## src/rtl/multicycle_ctrl_pkg.sv

```systemverilog
// Shared encodings for the multi-cycle MIPS-subset controller.
// Opcodes, R-type function codes, ALU op codes and FSM states.
package sim_ctrl_pkg;

  localparam logic [5:0] OP_RTYPE = 6'h00;
  localparam logic [5:0] OP_ADDI  = 6'h08;
  localparam logic [5:0] OP_LW    = 6'h23;
  localparam logic [5:0] OP_SW    = 6'h2b;
  localparam logic [5:0] OP_SLTI  = 6'h0a;
  localparam logic [5:0] OP_BEQ   = 6'h04;

  localparam logic [5:0] FN_ADD = 6'h20;
  localparam logic [5:0] FN_SUB = 6'h22;
  localparam logic [5:0] FN_AND = 6'h24;
  localparam logic [5:0] FN_OR  = 6'h25;
  localparam logic [5:0] FN_SLT = 6'h2a;

  localparam logic [2:0] ALU_ADD = 3'd0;
  localparam logic [2:0] ALU_SUB = 3'd1;
  localparam logic [2:0] ALU_AND = 3'd2;
  localparam logic [2:0] ALU_OR  = 3'd3;
  localparam logic [2:0] ALU_SLT = 3'd4;

  typedef enum logic [2:0] {
    ST_IDLE   = 3'd0,
    ST_FETCH  = 3'd1,
    ST_DECODE = 3'd2,
    ST_EXEC   = 3'd3,
    ST_MEM    = 3'd4,
    ST_WB     = 3'd5
  } state_t;

  function automatic logic [2:0] func_to_aluop(input logic [5:0] func);
    case (func)
      FN_SUB:  return ALU_SUB;
      FN_AND:  return ALU_AND;
      FN_OR:   return ALU_OR;
      FN_SLT:  return ALU_SLT;
      default: return ALU_ADD;
    endcase
  endfunction

endpackage

```

## src/rtl/multicycle_ctrl_dec.sv

```systemverilog
// Combinational instruction classifier: splits the IR into the classes the FSM branches on.
module instr_class_dec
  import sim_ctrl_pkg::*;
(
  input  logic [31:0] instr_i,
  output logic        is_rtype,
  output logic        is_imm_alu,
  output logic        is_lw,
  output logic        is_sw,
  output logic        is_beq,
  output logic        is_legal,
  output logic        dest_is_zero
);

  logic [5:0] w_op;
  logic [5:0] w_func;
  logic [4:0] w_rt;
  logic [4:0] w_rd;
  logic       w_unused_bits;

  assign w_op   = instr_i[31:26];
  assign w_rt   = instr_i[20:16];
  assign w_rd   = instr_i[15:11];
  assign w_func = instr_i[5:0];
  assign w_unused_bits = ^{instr_i[25:21], instr_i[10:6]};

  assign is_rtype = (w_op == OP_RTYPE) &&
                    (w_func == FN_ADD || w_func == FN_SUB || w_func == FN_AND ||
                     w_func == FN_OR  || w_func == FN_SLT);
  assign is_imm_alu   = (w_op == OP_ADDI) || (w_op == OP_SLTI);
  assign is_lw        = (w_op == OP_LW);
  assign is_sw        = (w_op == OP_SW);
  assign is_beq       = (w_op == OP_BEQ);
  assign is_legal     = is_rtype | is_imm_alu | is_lw | is_sw | is_beq;
  // R-type writes rd; every other writer targets rt.
  assign dest_is_zero = is_rtype ? (w_rd == 5'd0) : (w_rt == 5'd0);

endmodule

```

## src/rtl/multicycle_ctrl.sv

```systemverilog
// Multi-cycle control FSM for the MIPS-subset datapath; one shared memory port via req/ready.
// Only state and the two counters are registered; all other outputs decode state and IR.
module multicycle_ctrl
  import sim_ctrl_pkg::*;
#(
  parameter int CNT_W   = 32,
  parameter int FAULT_W = 16
) (
  input  logic               clk_i,
  input  logic               rst_i,
  input  logic               run_i,
  input  logic [31:0]        instr_i,
  input  logic               mem_ready_i,
  input  logic               alu_zero_i,
  input  logic               addr_misalign_i,
  output logic               mem_req_o,
  output logic               mem_we_o,
  output logic               mem_sel_o,
  output logic               ir_write_o,
  output logic               pc_write_o,
  output logic               pc_src_o,
  output logic [2:0]         alu_op_o,
  output logic               alu_src_b_o,
  output logic               reg_write_o,
  output logic               reg_dst_o,
  output logic               mem_to_reg_o,
  output logic               retire_o,
  output logic [2:0]         state_o,
  output logic [CNT_W-1:0]   instr_cnt_o,
  output logic [FAULT_W-1:0] fault_cnt_o
);

  state_t r_state;
  state_t w_next;
  logic   w_fault;
  logic   w_rtype, w_imm_alu, w_lw, w_sw, w_beq, w_legal, w_dest_zero;

  instr_class_dec u_dec (
    .instr_i      (instr_i),
    .is_rtype     (w_rtype),
    .is_imm_alu   (w_imm_alu),
    .is_lw        (w_lw),
    .is_sw        (w_sw),
    .is_beq       (w_beq),
    .is_legal     (w_legal),
    .dest_is_zero (w_dest_zero)
  );

  always_comb begin
    w_next       = r_state;
    w_fault      = 1'b0;
    mem_req_o    = 1'b0;
    mem_we_o     = 1'b0;
    mem_sel_o    = 1'b0;
    ir_write_o   = 1'b0;
    pc_write_o   = 1'b0;
    pc_src_o     = 1'b0;
    alu_op_o     = ALU_ADD;
    alu_src_b_o  = 1'b0;
    reg_write_o  = 1'b0;
    reg_dst_o    = 1'b0;
    mem_to_reg_o = 1'b0;
    retire_o     = 1'b0;
    case (r_state)
      ST_IDLE: if (run_i) w_next = ST_FETCH;
      ST_FETCH: begin
        mem_req_o = 1'b1;
        if (mem_ready_i) begin
          ir_write_o = 1'b1;
          w_next     = ST_DECODE;
        end
      end
      ST_DECODE: begin
        if (w_legal) w_next = ST_EXEC;
        else         w_fault = 1'b1;
      end
      ST_EXEC: begin
        alu_src_b_o = w_imm_alu | w_lw | w_sw;
        if (w_rtype)                     alu_op_o = func_to_aluop(instr_i[5:0]);
        else if (w_beq)                  alu_op_o = ALU_SUB;
        else if (instr_i[31:26] == OP_SLTI) alu_op_o = ALU_SLT;
        if (w_rtype || w_imm_alu)        w_next = ST_WB;
        else if ((w_lw || w_sw) && !addr_misalign_i) w_next = ST_MEM;
        else if (w_beq) begin
          pc_src_o = alu_zero_i;
          retire_o = 1'b1;
        end else                         w_fault = 1'b1;
      end
      ST_MEM: begin
        mem_req_o = 1'b1;
        mem_sel_o = 1'b1;
        mem_we_o  = w_sw;
        if (mem_ready_i) begin
          if (w_sw) retire_o = 1'b1;
          else      w_next   = ST_WB;
        end
      end
      ST_WB: begin
        reg_write_o  = !w_dest_zero;
        reg_dst_o    = w_rtype;
        mem_to_reg_o = w_lw;
        retire_o     = 1'b1;
      end
      default: w_next = ST_IDLE;
    endcase
    // Skips and completions share the same PC advance and boundary decision.
    if (w_fault) retire_o = 1'b1;
    if (retire_o) begin
      pc_write_o = 1'b1;
      w_next     = run_i ? ST_FETCH : ST_IDLE;
    end
  end

  always_ff @(posedge clk_i or posedge rst_i) begin
    if (rst_i) begin
      r_state     <= ST_IDLE;
      instr_cnt_o <= '0;
      fault_cnt_o <= '0;
    end else begin
      r_state <= w_next;
      if (retire_o) instr_cnt_o <= instr_cnt_o + 1'b1;
      if (w_fault && (fault_cnt_o != {FAULT_W{1'b1}})) fault_cnt_o <= fault_cnt_o + 1'b1;
    end
  end

  assign state_o = r_state;

endmodule

```

## config.mk

```make
export PLATFORM = sky130hd
export DESIGN_NAME = multicycle_ctrl
export DESIGN_NICKNAME = d
export VERILOG_FILES = /design/src/rtl/multicycle_ctrl_pkg.sv /design/src/rtl/multicycle_ctrl_dec.sv /design/src/rtl/multicycle_ctrl.sv
export SDC_FILE = /design/constraint.sdc
export NUM_CORES = 1
export LEC_CHECK = 0
export ABC_AREA = 0
export CAP_MARGIN = 20
export CORE_MARGIN = 4
export CORE_UTILIZATION = 40
export CTS_CLUSTER_SIZE = 14
export DETAILED_ROUTE_END_ITERATION = 6
export HOLD_SLACK_MARGIN = 0.05
export PLACE_DENSITY_LB_ADDON = 0.1
export SETUP_SLACK_MARGIN = 0.2
export SYNTH_ARGS = -nofsm -noshare
export SYNTH_HDL_FRONTEND = slang
export SYNTH_HIERARCHICAL = 1
export SYNTH_SLANG_ARGS = --single-unit
export TNS_END_PERCENT = 1
```

## constraint.sdc

```tcl
create_clock -name clk_i -period 4.26 [get_ports clk_i]
set_clock_uncertainty 0.2 [all_clocks]
set_input_delay 0.426 -clock clk_i [delete_from_list [all_inputs] [get_ports clk_i]]
set_output_delay 0.426 -clock clk_i [all_outputs]
set_load 0.02 [all_outputs]
```

==> results of run 1 <==
how the worst max path moves through the flow:
stage / to / slack, ps / cells past startpoint
final: retire_o / 520 / 8
after global routing: retire_o / 250 / 8
after CTS: retire_o / 490 / 8
after detailed placement: retire_o / 540 / 8
after global placement: pc_write_o / 530 / 8
after floorplan: retire_o / 1780 / 8
flip-flops by register name (all words and copies together), names as in the netlist:
name	count
instr_cnt_o	32
fault_cnt_o	16
state_o	3
per-layer routing:
metal / track usage, % / vias to the layer above / wire, µm
met2: 24.8 / 52 / 2980
met1: 22.8 / 1090 / 3250
met5: 0 / - / 0
li1: - / 1171 / -
met3: 4.06 / 4 / 363
met4: 4.08 / 0 / 46
worst max-delay path, delay by kind of cell:
family | cells | cell delay [ps]
compound gates | 3 | 620
buf+inv | 2 | 1230
simple gates | 3 | 850
layout make-up:
class                   count  area (µm²)  area share (%)
repair buffers             96         963            24.2
well taps                  96         120            3.02
multi-input cells         211        1490            37.4
inverters                   8        30.0           0.756
clock inverters             2        13.8           0.346
clock buffers               6        82.6            2.08
flip-flops and latches     51        1280            32.1
cell families after synthesis:
| logic type | count (synthesis) | synth area share [%] |
|---|---|---|
| compound gates | 20 | 5.37 |
| xor+xnor | 46 | 14.4 |
| fa+ha+maj | 2 | 0.880 |
| buf+inv | 16 | 2.77 |
| flops | 51 | 44.9 |
| mux | 7 | 2.60 |
| simple gates | 136 | 29.0 |
cells in the final DEF (no fill, tap or decap), types with 2 or more instances in the layout:
cell type / n
inv_1: 7
or4_1: 2
and4b_1: 2
and3b_1: 2
a21oi_1: 4
nor4b_1: 5
nor4b_2: 2
nor2b_1: 3
buf_4: 3
nor2_1: 27
nor3_1: 7
nand3b_1: 2
and4_1: 3
nor3_2: 3
xnor2_1: 25
a211oi_1: 2
nand3_1: 15
nand2b_1: 3
xor2_1: 20
mux2i_1: 4
o21ai_0: 5
ha_1: 2
nand4_1: 14
nand2_1: 24
mux2_2: 2
and3_1: 10
clkbuf_8: 6
clkdlybuf4s50_1: 92
dfrtp_1: 51
report_power, final:
part | switching, W | total, W | internal, W
logic | 0.000297 | 0.000589 | 0.000293
clock network | 0.000166 | 0.000299 | 0.000133
registers | 0.000111 | 0.000656 | 0.000545
per-stage QoR:
step	total power, W	worst slack [ps]	instance area (µm²)
2_1_floorplan	0.00101	1780	2840
3_3_place_gp	0.00125	527	3860
3_5_place_dp	0.00126	542	3880
4_1_cts	0.00157	489	3970
5_1_grt	0.00164	252	3970
6_report	0.00154	517	3970
==> run_results.csv, run 1 <==
group,metric,value,unit
power_and_ir_drop,leakagePower,1.68,nW
route,num_vias,2317,
finish,final_nets,413,
clock_network,cts_buffer_depth,2,
floorplanning,fp.dieArea,8520,µm²
finish,instances_no_fill,470,
yosys,synth-edff-count,0,
yosys,synth_area_leaders,"dfrtp_1 (45%), xnor2_1 (7.7%), xor2_1 (6.2%)",
timing,fin_tns_setup,0,ps
hold_path,worstHoldPathType,"input pin to asynchronous set/reset pin",
finish,post-route-util,58.2,%
finish,antenna_cells,0,
route,viasPerCell,4.93,
yosys,synth.most_common_cell,"dfrtp_1",
timing,whs,186,ps
setup_path,crit_path_max_fanout,8,
setup_path,cp_data_arrival_time,3120,ps
route,drc,0,
setup_path,worst_setup_path_start_kind,"input pin",
floorplanning,start_util,41.6,%
clock_network,cts-root-buf,"clkbuf_8",
setup_path,worstRegToRegCells,6,
timing,rsz0062_at_grt,"no",
setup_path,worstSetupStartpoint,"instr_i[28]",
place,hpwlAfterDp,4.93,mm
global_route,grt_usage,16.2,%
finish,area_growth,39.8,%
timing,final_hold_viol_count,0,
yosys,syn-num-nets,318,
place,io_buffers,92,
floorplanning,ios,103,
setup_path,endpoint_kind,"output pin",
clock_network,cts.sinks,51,
place,dp_cells,462,
power_and_ir_drop,ir_drop,0.515,mV
timing,report.final.slew_viol_count,0,
yosys,avgSynthCellArea,10.2,µm²
yosys,synth_top_area_cell,"dfrtp_1",
global_route,grt_pass1_vias,2277,
yosys,synth.top_cell.area_share,44.9,%
route,drt_iter0_drc,56,
clock_network,cts_hold_buf,0,
floorplanning,die_w,92.3,µm
yosys,yosysWarnings,6,
yosys,synthCells,278,
timing,final-setup-viol-count,0,
job,max_cap_violations,0,
clock_network,clk_pin_slew_worst_paths,100,ps
global_route,grt_max_degree,39,
floorplanning,die_y,92.3,µm
global_route,grt-ovfl-total,0,
setup_path,crit_slowest_cell,"clkdlybuf4s50_1",
route,drt-total-wl,6.64,mm
clock_network,worstSkewPairLatency,300,ps
route,ant_nets,0,
clock_network,cts_buffers,5,
yosys,synth_area,2840,µm²
finish,drive_gt1_share,7.75,%
yosys,synth_cell_types,54,
timing,slew_headroom,59.4,%
yosys,synth_seq_cells,51,
setup_path,r2r-start,"state_o[0]$_DFFE_PP0P_",
floorplanning,core_area,6830,µm²
timing,tightest_slew,605,ps
setup_path,crit_chain,"clkdlybuf4s50_1 > and4b_1 > a211oi_1 > o21ai_0 > nor4b_1 > o21bai_2 > or2_1 > clkdlybuf4s50_1",
finish,n_fill_cell,617,
setup_path,worstSetupPathType,"input pin to output pin",
setup_path,worstPathRequired,3630,ps
setup_path,crit_path_max_incr_delay,630,ps
clock_network,cts_tree,"built",
place,place_congestion,0.820,
global_route,antenna_found_initial,0,
yosys,yosysSeqAreaShare,44.9,%
setup_path,cp_common_cell,"clkdlybuf4s50_1",
global_route,grt_pass1_wl,11.3,mm
timing,period_share,87.9,%
setup_path,rrSetupSlack,1700,ps
clock_network,post_cts_buffers,0,
timing,max_freq,267,MHz
route,firstDrtPassIters,4,
power_and_ir_drop,powerDensity,389,nW/µm²
clock_network,cts_resized,0,
status,status,"finished, final reports clean",
route,wl_per_cell,14.1,µm
yosys,synth_flop_cell,"dfrtp_1",
yosys,synth_common_cells,"dfrtp_1 (51), nor2_1 (27), xnor2_1 (25)",
timing,period_needed,3740,ps
yosys,async_reset_ff_share,100,%
clock_network,h-tree-depth,2,
setup_path,rr_endpoint,"instr_cnt_o[12]$_DFFE_PP0P_",
floorplanning,fp-row-count,30,
Power figures use the tool's default switching activity.
==> run 2: changes to the inputs <==
- HOLD_SLACK_MARGIN: 0.05 -> 0.02
==> results of run 2 <==
No change in the layout: final DEF, timing and power equal those of run 1.
